`src/rtl/dac_instr_tx_if.sv`:
```
`default_nettype none
// ============================================================================
// Module   : dac_instr_tx_if
// Purpose  : OPP-side code/strobe bus and DAC serial pins of dac_instr_tx.
// Revision : 1.0 - initial release
// ============================================================================
interface dac_instr_tx_if #(
    parameter int N_CHAN = 8,
    parameter int W_DATA = 16
);
    logic [N_CHAN-1:0]        data_valid_in;
    logic [N_CHAN*W_DATA-1:0] data_in;
    logic                     ref_set_in;
    logic                     dac_nsync_out;
    logic                     dac_sclk_out;
    logic                     dac_din_out;
    logic                     dac_nldac_out;
    logic                     dac_nclr_out;
    logic                     busy_out;
    logic [N_CHAN-1:0]        done_out;

    modport master (
        output data_valid_in, data_in, ref_set_in,
        input  dac_nsync_out, dac_sclk_out, dac_din_out, dac_nldac_out,
        input  dac_nclr_out, busy_out, done_out
    );

    modport slave (
        input  data_valid_in, data_in, ref_set_in,
        output dac_nsync_out, dac_sclk_out, dac_din_out, dac_nldac_out,
        output dac_nclr_out, busy_out, done_out
    );
endinterface
`default_nettype wire

```
`src/rtl/dac_instr_tx.sv`:
```
`default_nettype none
// ============================================================================
// Module   : dac_instr_tx
// Purpose  : Latches per-channel DAC codes and shifts round-robin SPI writes.
// Revision : 1.0 - initial release
// ============================================================================
module dac_instr_tx #(
    parameter int N_CHAN      = 8,
    parameter int W_DATA      = 16,
    parameter int SCLK_DIV    = 1,
    parameter int SYNC_HI_CYC = 2,
    parameter int LDAC_CYC    = 2
) (
    input  logic          clk_in,
    input  logic          rst_in,
    dac_instr_tx_if.slave bus
);
    localparam int          c_cw        = (N_CHAN > 1) ? $clog2(N_CHAN) : 1;
    localparam logic [7:0]  c_div_last  = 8'(SCLK_DIV - 1);
    localparam logic [7:0]  c_sync_last = 8'(SYNC_HI_CYC - 1);
    localparam logic [7:0]  c_ldac_last = 8'(LDAC_CYC - 1);
    localparam logic [31:0] c_ref_instr = 32'h0800_0001;

    typedef enum logic [2:0] {
        S_IDLE    = 3'd0,
        S_LOAD    = 3'd1,
        S_SHIFT   = 3'd2,
        S_SYNC_HI = 3'd3,
        S_LDAC    = 3'd4
    } state_t;

    state_t            state_q, state_d;
    logic [W_DATA-1:0] shadow_q [N_CHAN];
    logic [W_DATA-1:0] shadow_d [N_CHAN];
    logic [N_CHAN-1:0] pending_q, pending_d;
    logic              ref_pending_q, ref_pending_d;
    logic [c_cw-1:0]   rr_ptr_q, rr_ptr_d;
    logic [c_cw-1:0]   chan_q, chan_d;
    logic              is_ref_q, is_ref_d;
    logic [31:0]       instr_q, instr_d;
    logic [4:0]        bit_cnt_q, bit_cnt_d;
    logic [7:0]        div_cnt_q, div_cnt_d;
    logic [7:0]        cyc_cnt_q, cyc_cnt_d;
    logic              nsync_q, nsync_d;
    logic              sclk_q, sclk_d;
    logic              din_q, din_d;
    logic              nldac_q, nldac_d;
    logic [N_CHAN-1:0] done_q, done_d;

    logic              grant_found;
    logic [c_cw-1:0]   grant_idx;

    // First pending channel at or after the round-robin pointer.
    always_comb begin
        logic [c_cw-1:0] cand;
        cand        = '0;
        grant_found = 1'b0;
        grant_idx   = '0;
        for (int k = 0; k < N_CHAN; k++) begin
            cand = c_cw'((int'(rr_ptr_q) + k) % N_CHAN);
            if (!grant_found && pending_q[cand]) begin
                grant_found = 1'b1;
                grant_idx   = cand;
            end
        end
    end

    always_comb begin
        logic start_frame;
        start_frame   = 1'b0;
        state_d       = state_q;
        shadow_d      = shadow_q;
        pending_d     = pending_q;
        ref_pending_d = ref_pending_q;
        rr_ptr_d      = rr_ptr_q;
        chan_d        = chan_q;
        is_ref_d      = is_ref_q;
        instr_d       = instr_q;
        bit_cnt_d     = bit_cnt_q;
        div_cnt_d     = div_cnt_q;
        cyc_cnt_d     = cyc_cnt_q;
        nsync_d       = nsync_q;
        sclk_d        = sclk_q;
        din_d         = din_q;
        nldac_d       = nldac_q;
        done_d        = '0;

        unique case (state_q)
            S_IDLE: begin
                if (ref_pending_q) begin
                    ref_pending_d = 1'b0;
                    is_ref_d      = 1'b1;
                    instr_d       = c_ref_instr;
                    start_frame   = 1'b1;
                end else if (grant_found) begin
                    pending_d[grant_idx] = 1'b0;
                    is_ref_d    = 1'b0;
                    chan_d      = grant_idx;
                    rr_ptr_d    = (grant_idx == c_cw'(N_CHAN - 1)) ? '0 : grant_idx + 1'b1;
                    instr_d     = {8'h00, 4'(grant_idx), shadow_q[grant_idx], 4'h0};
                    start_frame = 1'b1;
                end
                if (start_frame) begin
                    state_d   = S_LOAD;
                    nsync_d   = 1'b0;
                    sclk_d    = 1'b1;
                    din_d     = instr_d[31];
                    bit_cnt_d = 5'd31;
                    div_cnt_d = '0;
                end
            end
            // LOAD is the first cycle of bit 31's high half, so nSYNC stays
            // low for exactly 64*SCLK_DIV cycles.
            S_LOAD, S_SHIFT: begin
                state_d = S_SHIFT;
                if (div_cnt_q == c_div_last) begin
                    div_cnt_d = '0;
                    if (sclk_q) begin
                        sclk_d = 1'b0;
                    end else if (bit_cnt_q == 5'd0) begin
                        sclk_d    = 1'b1;
                        nsync_d   = 1'b1;
                        cyc_cnt_d = '0;
                        state_d   = S_SYNC_HI;
                    end else begin
                        sclk_d    = 1'b1;
                        bit_cnt_d = bit_cnt_q - 5'd1;
                        din_d     = instr_q[bit_cnt_q - 5'd1];
                    end
                end else begin
                    div_cnt_d = div_cnt_q + 8'd1;
                end
            end
            S_SYNC_HI: begin
                if (cyc_cnt_q == c_sync_last) begin
                    cyc_cnt_d = '0;
                    if (is_ref_q) begin
                        state_d = S_IDLE;
                    end else begin
                        nldac_d = 1'b0;
                        state_d = S_LDAC;
                    end
                end else begin
                    cyc_cnt_d = cyc_cnt_q + 8'd1;
                end
            end
            S_LDAC: begin
                if (cyc_cnt_q == c_ldac_last) begin
                    cyc_cnt_d      = '0;
                    nldac_d        = 1'b1;
                    done_d[chan_q] = 1'b1;
                    state_d        = S_IDLE;
                end else begin
                    cyc_cnt_d = cyc_cnt_q + 8'd1;
                end
            end
            default: state_d = S_IDLE;
        endcase

        // Strobes are applied after the grant so a same-cycle strobe re-arms.
        if (bus.ref_set_in) begin
            ref_pending_d = 1'b1;
        end
        for (int i = 0; i < N_CHAN; i++) begin
            if (bus.data_valid_in[i]) begin
                shadow_d[i]  = bus.data_in[i*W_DATA +: W_DATA];
                pending_d[i] = 1'b1;
            end
        end
    end

    always_ff @(posedge clk_in) begin
        if (rst_in) begin
            state_q       <= S_IDLE;
            for (int i = 0; i < N_CHAN; i++) begin
                shadow_q[i] <= '0;
            end
            pending_q     <= '0;
            ref_pending_q <= 1'b0;
            rr_ptr_q      <= '0;
            chan_q        <= '0;
            is_ref_q      <= 1'b0;
            instr_q       <= '0;
            bit_cnt_q     <= '0;
            div_cnt_q     <= '0;
            cyc_cnt_q     <= '0;
            nsync_q       <= 1'b1;
            sclk_q        <= 1'b1;
            din_q         <= 1'b0;
            nldac_q       <= 1'b1;
            done_q        <= '0;
        end else begin
            state_q       <= state_d;
            for (int i = 0; i < N_CHAN; i++) begin
                shadow_q[i] <= shadow_d[i];
            end
            pending_q     <= pending_d;
            ref_pending_q <= ref_pending_d;
            rr_ptr_q      <= rr_ptr_d;
            chan_q        <= chan_d;
            is_ref_q      <= is_ref_d;
            instr_q       <= instr_d;
            bit_cnt_q     <= bit_cnt_d;
            div_cnt_q     <= div_cnt_d;
            cyc_cnt_q     <= cyc_cnt_d;
            nsync_q       <= nsync_d;
            sclk_q        <= sclk_d;
            din_q         <= din_d;
            nldac_q       <= nldac_d;
            done_q        <= done_d;
        end
    end

    assign bus.dac_nsync_out = nsync_q;
    assign bus.dac_sclk_out  = sclk_q;
    assign bus.dac_din_out   = din_q;
    assign bus.dac_nldac_out = nldac_q;
    assign bus.dac_nclr_out  = 1'b1;
    assign bus.busy_out      = (state_q != S_IDLE);
    assign bus.done_out      = done_q;
endmodule
`default_nettype wire
```
`src/flat_wrapper.sv`:
```
// flat-port wrapper written by rule: the top's interface ports become plain ports
module dac_instr_tx_flat 
#(
    parameter int N_CHAN      = 8,
    parameter int W_DATA      = 16,
    parameter int SCLK_DIV    = 1,
    parameter int SYNC_HI_CYC = 2,
    parameter int LDAC_CYC    = 2
)
  (clk_in, rst_in, bus_data_valid_in, bus_data_in, bus_ref_set_in, bus_dac_nsync_out, bus_dac_sclk_out, bus_dac_din_out, bus_dac_nldac_out, bus_dac_nclr_out, bus_busy_out, bus_done_out);
  dac_instr_tx_if #(.N_CHAN(N_CHAN), .W_DATA(W_DATA)) bus_i ();
  input  logic clk_in;
  input  logic rst_in;
  input wire logic [$bits(bus_i.data_valid_in)-1:0] bus_data_valid_in;
  input wire logic [$bits(bus_i.data_in)-1:0] bus_data_in;
  input wire logic [$bits(bus_i.ref_set_in)-1:0] bus_ref_set_in;
  output wire logic [$bits(bus_i.dac_nsync_out)-1:0] bus_dac_nsync_out;
  output wire logic [$bits(bus_i.dac_sclk_out)-1:0] bus_dac_sclk_out;
  output wire logic [$bits(bus_i.dac_din_out)-1:0] bus_dac_din_out;
  output wire logic [$bits(bus_i.dac_nldac_out)-1:0] bus_dac_nldac_out;
  output wire logic [$bits(bus_i.dac_nclr_out)-1:0] bus_dac_nclr_out;
  output wire logic [$bits(bus_i.busy_out)-1:0] bus_busy_out;
  output wire logic [$bits(bus_i.done_out)-1:0] bus_done_out;
  assign bus_i.data_valid_in = bus_data_valid_in;
  assign bus_i.data_in = bus_data_in;
  assign bus_i.ref_set_in = bus_ref_set_in;
  assign bus_dac_nsync_out = bus_i.dac_nsync_out;
  assign bus_dac_sclk_out = bus_i.dac_sclk_out;
  assign bus_dac_din_out = bus_i.dac_din_out;
  assign bus_dac_nldac_out = bus_i.dac_nldac_out;
  assign bus_dac_nclr_out = bus_i.dac_nclr_out;
  assign bus_busy_out = bus_i.busy_out;
  assign bus_done_out = bus_i.done_out;
  dac_instr_tx #(.N_CHAN(N_CHAN), .W_DATA(W_DATA), .SCLK_DIV(SCLK_DIV), .SYNC_HI_CYC(SYNC_HI_CYC), .LDAC_CYC(LDAC_CYC)) u_core (.clk_in(clk_in), .rst_in(rst_in), .bus(bus_i));
endmodule
```
`config.mk`:
```
export PLATFORM = sky130hd
export DESIGN_NAME = dac_instr_tx_flat
export DESIGN_NICKNAME = d
export VERILOG_FILES = /design/src/rtl/dac_instr_tx_if.sv /design/src/rtl/dac_instr_tx.sv /design/src/flat_wrapper.sv
export SDC_FILE = /design/constraint.sdc
export NUM_CORES = 1
export LEC_CHECK = 0
export CAP_MARGIN = 10
export CORE_MARGIN = 1.5
export CORE_UTILIZATION = 40
export CTS_CLUSTER_SIZE = 28
export DETAILED_ROUTE_END_ITERATION = 10
export PLACE_DENSITY = 0.67
export SYNTH_ARGS = -nofsm -noshare
export SYNTH_HDL_FRONTEND = slang
export SYNTH_SLANG_ARGS = --single-unit
```
`constraint.sdc`:
```
create_clock -name clk_in -period 5.3 [get_ports clk_in]
set_clock_uncertainty 0.1 [all_clocks]
set_input_delay 1.06 -clock clk_in [delete_from_list [all_inputs] [get_ports clk_in]]
set_output_delay 1.06 -clock clk_in [all_outputs]
set_load 0.05 [all_outputs]
```
# Word-level counts from Yosys, hierarchy flattened
# Index checks and enable logic that the tools add are counted.
# totals
ff_bits	212
in_bits	139
output_inout_bits	14
wordCells	246
# op_classes
n_addsub	11
magnitude_cmp	14
n_eq_ne	22
n_mux	101
bitwise	6
reduce_logical	61
# ops
op	count
2-to-1 mux 8 bit	9
2-to-1 mux 32 bit	2
2-to-1 mux 1 bit	49
binary-select mux 16 bit (select 3 bit)	1
2-to-1 mux 3 bit	15
nonzero test 2 bit	21
less-than comparator 3 x 4 -> 1 bit (second input constant)	10
AND reduction 3 bit	11
2-to-1 mux 16 bit	2
one-hot mux 8 bit (2 select lines)	2
binary-select mux 1 bit (select 3 bit)	8
!= test 2 bit (second input constant)	11
2-to-1 mux 5 bit	4
adder 8 x 1 -> 8 bit (second input constant)	2
adder 3 bit (second input constant)	4
one-hot mux 3 bit (4 select lines)	1
!= test 2 x 1 -> 1 bit (second input constant)	5
one-hot mux 5 bit (2 select lines)	1
AND reduction 5 bit	2
logical AND 1 bit	9
bitwise AND 8 bit	1
== test 8 x 1 -> 1 bit (second input constant)	1
zero test 8 bit	1
inverter 8 bit	1
other kinds (22)	42

# Longest topological paths before layout
# depth
word_depth	34
depth_mapped	17
depth_no_buf	12

# Least setup slack after synthesis
# Ideal clock, no wire load.
# synth_path
kind	register to register
startpoint	reg u_core.rr_ptr_q[1]
endpoint	reg u_core.rr_ptr_q[0]
setup_ns	0.070
arrival_ns	4.020
required_time_ns	5.130
path_slack_ns	1.110
stages_incl_launch_ff	18
synth_period_minus_slack_ns	4.190
cell_sequence	dfxtp_1 buf_2 clkbuf_1 inv_1 ha_1 buf_6 mux4_2 mux2_2 nor2_2 o21ai_2 nand3b_1 a32o_1 buf_2 buf_2 ha_1 ha_1 or3_1 a21oi_1
# synth_between
elab_chain_cells	26
# synth_rtl
element	line	source
from (decl)	dac_instr_tx.sv:37	logic [c_cw-1:0] rr_ptr_q, rr_ptr_d;
from (signal assigned)	dac_instr_tx.sv:199	rr_ptr_q <= rr_ptr_d;
parallel branches: the longest is 23 deep, another holds adder 3 x 1 -> 3 bit	-	
2-to-1 mux 3 bit (*)	dac_instr_tx.sv:61	if (!grant_found && pending_q[cand]) begin
named net u_core.grant_idx[1]	dac_instr_tx.sv:51	logic [c_cw-1:0] grant_idx;
== test 3 bit (*)	dac_instr_tx.sv:99	rr_ptr_d = (grant_idx == c_cw'(N_CHAN - 1)) ? '0 : grant_idx + 1'b1;
2-to-1 mux 3 bit (*)	dac_instr_tx.sv:99	
# Mark *: on every way through the listed nets, which the timed path passes. The select of a mux whose other input is x is not followed.
# A chain may end at the register's enable or synchronous reset.

# Worst setup path after layout
# layout_path
startpoint	reg u_core.rr_ptr_q[0]
endpoint	reg u_core.instr_q[6]
# layout_between
elab_chain_cells	30
# layout_rtl
element	line	source
parallel branches: the longest is 30 deep, another holds adder 3 x 1 -> 3 bit	-	
to (signal assigned)	dac_instr_tx.sv:202	instr_q <= instr_d;
to (decl)	dac_instr_tx.sv:40	logic [31:0] instr_q, instr_d;
# Parallel ways; which one is timed is not known. The select of a mux whose other input is x is not followed.

==> results by group <==
Power and ir drop
  – Power share of the combinational group: around half
  – LEAKAGE: roughly 4.8 nW
  – Sw power: 2.53 mW
  – Peak supply drop: 0.563 mV
  – Power Total: around 6.3 mW
  – Switching Fraction: about two fifths
  – Power Dens Cells: ~530 nW/µm²
  – Clock network fraction of total power: about 22%
  – Sequential share of power: 29.4%
  – Internal power: about 3.8 mW

Yosys
  – Mapped Nets: roughly 1100
  – Mean Syn Cell Area: ~9.7 µm²
  – Yosys top cell by area: dfxtp_1
  – Yosys reg bits: 200
  – Post-synth ARST share: 0%
  – Synth top area cells: dfxtp_1 42%, mux2i_1 24%, nor2_1 7.7%
  – Synth top area share: between 40% and 50%
  – Yosys warning count: 0
  – Post-synthesis sequential area ratio: 42.4%
  – Ys flop type: dfxtp_1
  – Number of synthesized flops with an enable pin: 0
  – Post-Syn Area: 9450 µm²
  – Post-Synthesis Cells: 979
  – Synth unique cells: 65

STA
  – # setup viols final: 0
  – Final-report hold violation count: 0
  – Fin crit period: roughly 4.4 ns
  – Worst slew margin: a little under a quarter
  – Setup tns final: 0 ns
  – Slew Viols, Final: 0
  – Final period util: slightly above 80%
  – Worst-Margin Slew: approximately 1.1 ns
  – Fmax achieved: about 230 MHz
  – RSZ-0062 raised after global routing: false

Floorplan
  – Die X: roughly 160 µm
  – Initial Utilization: 40.5%
  – Area of the die: 24600 µm²
  – Core box area: roughly 23000 µm²
  – Die Span Y: 157 µm
  – IO Pins: ~150
  – Num rows: between 50 and 60

CTS
  – CTS max path bufs: 2
  – Clock Tree Root: clkbuf_16
  – CTS Buf Count: 17
  – Setup Fix Bufs, Post-CTS: 0
  – Reg clk slew, reported paths: approximately 0.080 ns
  – CTS tree: built
  – Htree depth: 4
  – Hold Buf Count CTS: 0
  – Post-cts sizing count: 0
  – TritonCTS Sinks: 200
  – Skew-Pair Late Insertion Delay: 0.45 ns

Worst setup path
  – Reg2reg end: u_core.instr_q[6]
  – Worst R2R Setup Slack: 0.90 ns
  – CP Data Arrival Time: 4.64 ns
  – Crit Path Class: flip-flop to flip-flop
  – FF-to-FF path depth: 12
  – Critical path endpoint category: flip-flop
  – Crit-path cells: inv_1, ha_1, mux4_1, mux2_2, nor3b_2, o21bai_1, nor2_1, a32o_4, buf_12, mux2i_1, mux2i_1, a221o_1
  – CP max-delay cell: a32o_4
  – Worst EP required: 5.54 ns
  – Bufs and invs on worst path: 2
  – Worst-path fanout max: 38
  – Crit path max-delay family: multiplexers
  – Largest stage delay, worst path: roughly 0.67 ns
  – FF-to-FF Start: u_core.rr_ptr_q[0]
  – CP dominant cell by count: mux2i_1
  – CP startpoint kind: flip-flop

GRT
  – Gr usage total: between 20% and 30%
  – Largest net degree at the start of global routing: a little over 90
  – Global-route wire length before repair: roughly 38000 µm
  – Number of global-route vias before repair: about 7000
  – Initial antenna violation count: 0
  – GR Overflow Total: 0

Place
  – RePlAce Congestion: about 0.82
  – Dpl cells: between 1000 and 1500
  – Dpl hpwl: 17600 µm
  – PortBufs: about 150

Finish
  – Finished Core Util: between 50% and 60%
  – Area Overhead vs Synth: 24.5%
  – Layout cells sized above 1: ~6.9%
  – Antenna fix cells: 0
  – Commonest non-fill, non-tap cell in the layout: mux2i_1
  – Most frequent cells in the layout: 222 x mux2i_1, 200 x dfxtp_1, 195 x nor2_1
  – Fill cells: between 2000 and 2500
  – Post-route insts no fill: about 1400
  – Layout Nets: 1237

Drt
  – Vias per cell: 5.21
  – Avg WL per Cell: roughly 17 µm
  – Detailed Route Iter0 Violations: a little under 500
  – Final ANT Viol Nets: 0
  – 1st-pass router iterations: 6
  – Detailed Route WL: around 24000 µm
  – Routed via count: between 7000 and 8000
  – Post-route DRC: 0

Worst hold path
  – Hold Path End: u_core.instr_q[21]
  – Hold depth: 2
  – Tightest Hold Check Type: flip-flop to flip-flop
  – Worst Hold Launch: u_core.instr_q[21]

Outcome
  – Status: finished clean

Flow run
  – Max-Cap Viols: 0
==> Yosys cell counts, types with 6 or more instances <==
library cell	count
a311oi_1	6
inv_1	14
nand3_1	12
mux2_2	7
clkbuf_1	42
mux2i_1	222
a21oi_1	39
ha_1	10
nand2_1	38
nand3b_1	6
nor2_1	195
o22ai_1	18
buf_1	8
nor3_1	9
or3_1	6
o21ai_0	12
a221o_1	17
dfxtp_1	200
xor2_1	9
buf_2	13
mux4_2	14
==> cell families (layout without fill, tap and decap cells) <==
kind of cell	Yosys count	count (layout)	synth area share, %
other cells	1	1	0.0397
simple gates	304	304	14.2
compound gates	122	122	8.82
flops	200	200	42.4
fa+ha+maj	10	10	1.32
mux	245	245	28.1
buf+inv	84	206	3.94
xor+xnor	13	13	1.20
==> power by group through the flow <==
| stage | Combinational [mW] | Sequential, mW | Clock (mW) |
|---|---|---|---|
| 2_1_floorplan | 2.46 | 1.82 | 0 |
| 3_3_place_gp | 3.04 | 1.88 | 0 |
| 3_5_place_dp | 3.06 | 1.88 | 0 |
| 4_1_cts | 3.08 | 1.85 | 1.40 |
| 5_1_grt | 3.32 | 1.87 | 1.46 |
| 6_report | 3.08 | 1.85 | 1.37 |
==> layout make-up <==
cell class | instances | area [µm²] | share of cell area, %
multi-input combinational | 695 | 5090 | 43.3
sequential | 200 | 4000 | 34.0
timing repair buffer | 160 | 1590 | 13.5
clock buffer | 18 | 439 | 3.73
tap | 319 | 399 | 3.39
clock inverter | 14 | 196 | 1.67
inverter | 14 | 52.6 | 0.446
==> worst max-delay path by stage <==
stage | startpoint | to | slack (ns) | depth (start not counted)
2_1_floorplan | u_core.rr_ptr_q[1] | u_core.rr_ptr_q[0] | 1.11 | 17
3_3_place_gp | u_core.rr_ptr_q[0] | u_core.instr_q[6] | 1.0 | 12
3_5_place_dp | u_core.rr_ptr_q[0] | u_core.instr_q[6] | 0.91 | 12
4_1_cts | u_core.rr_ptr_q[0] | u_core.instr_q[6] | 0.89 | 12
5_1_grt | u_core.rr_ptr_q[1] | u_core.instr_q[6] | 0.64 | 12
6_report | u_core.rr_ptr_q[0] | u_core.instr_q[6] | 0.90 | 12
==> through the flow <==
step	hold slack, ns	worst slack, ns	area (µm²)
4_1_cts	0.372	0.888	11800
3_5_place_dp	0.358	0.906	11100
6_report	0.374	0.895	11800
2_1_floorplan	0.333	1.11	9450
3_3_place_gp	0.356	1.00	11100
5_1_grt	0.389	0.636	11800
==> metal layers <==
layer	global-route usage, %	wire length (µm)	vias to the layer above
met3	4.02	1090	21
met1	26.5	10900	3495
li1	-	-	3697
met5	0	0	-
met2	34.1	12100	192
met4	4.76	308	0
==> state kept, by name (all words and copies together), names as in the netlist <==
name                      flops
u_core.ref_pending_q          1
u_core.state_q                3
u_core.div_cnt_q              8
u_core.bit_cnt_q              5
u_core.bus.dac_sclk_out       1
u_core.bus.dac_nldac_out      1
u_core.pending_q              8
u_core.shadow_q             128
u_core.chan_q                 3
u_core.instr_q               21
u_core.rr_ptr_q               3
u_core.bus.dac_nsync_out      1
u_core.bus.done_out           8
u_core.bus.dac_din_out        1
u_core.cyc_cnt_q              8
==> worst reg2reg max path, cell delays in order (launching register included) <==
cell and delay (ns):
dfxtp_1 0.33, inv_1 0.08, ha_1 0.62, mux4_1 0.61, mux2_2 0.28, nor3b_2 0.21, o21bai_1 0.14, nor2_1 0.22
a32o_4 0.67, buf_12 0.35, mux2i_1 0.27, mux2i_1 0.09, a221o_1 0.34
No activity file was read; power rests on OpenSTA's default activity.
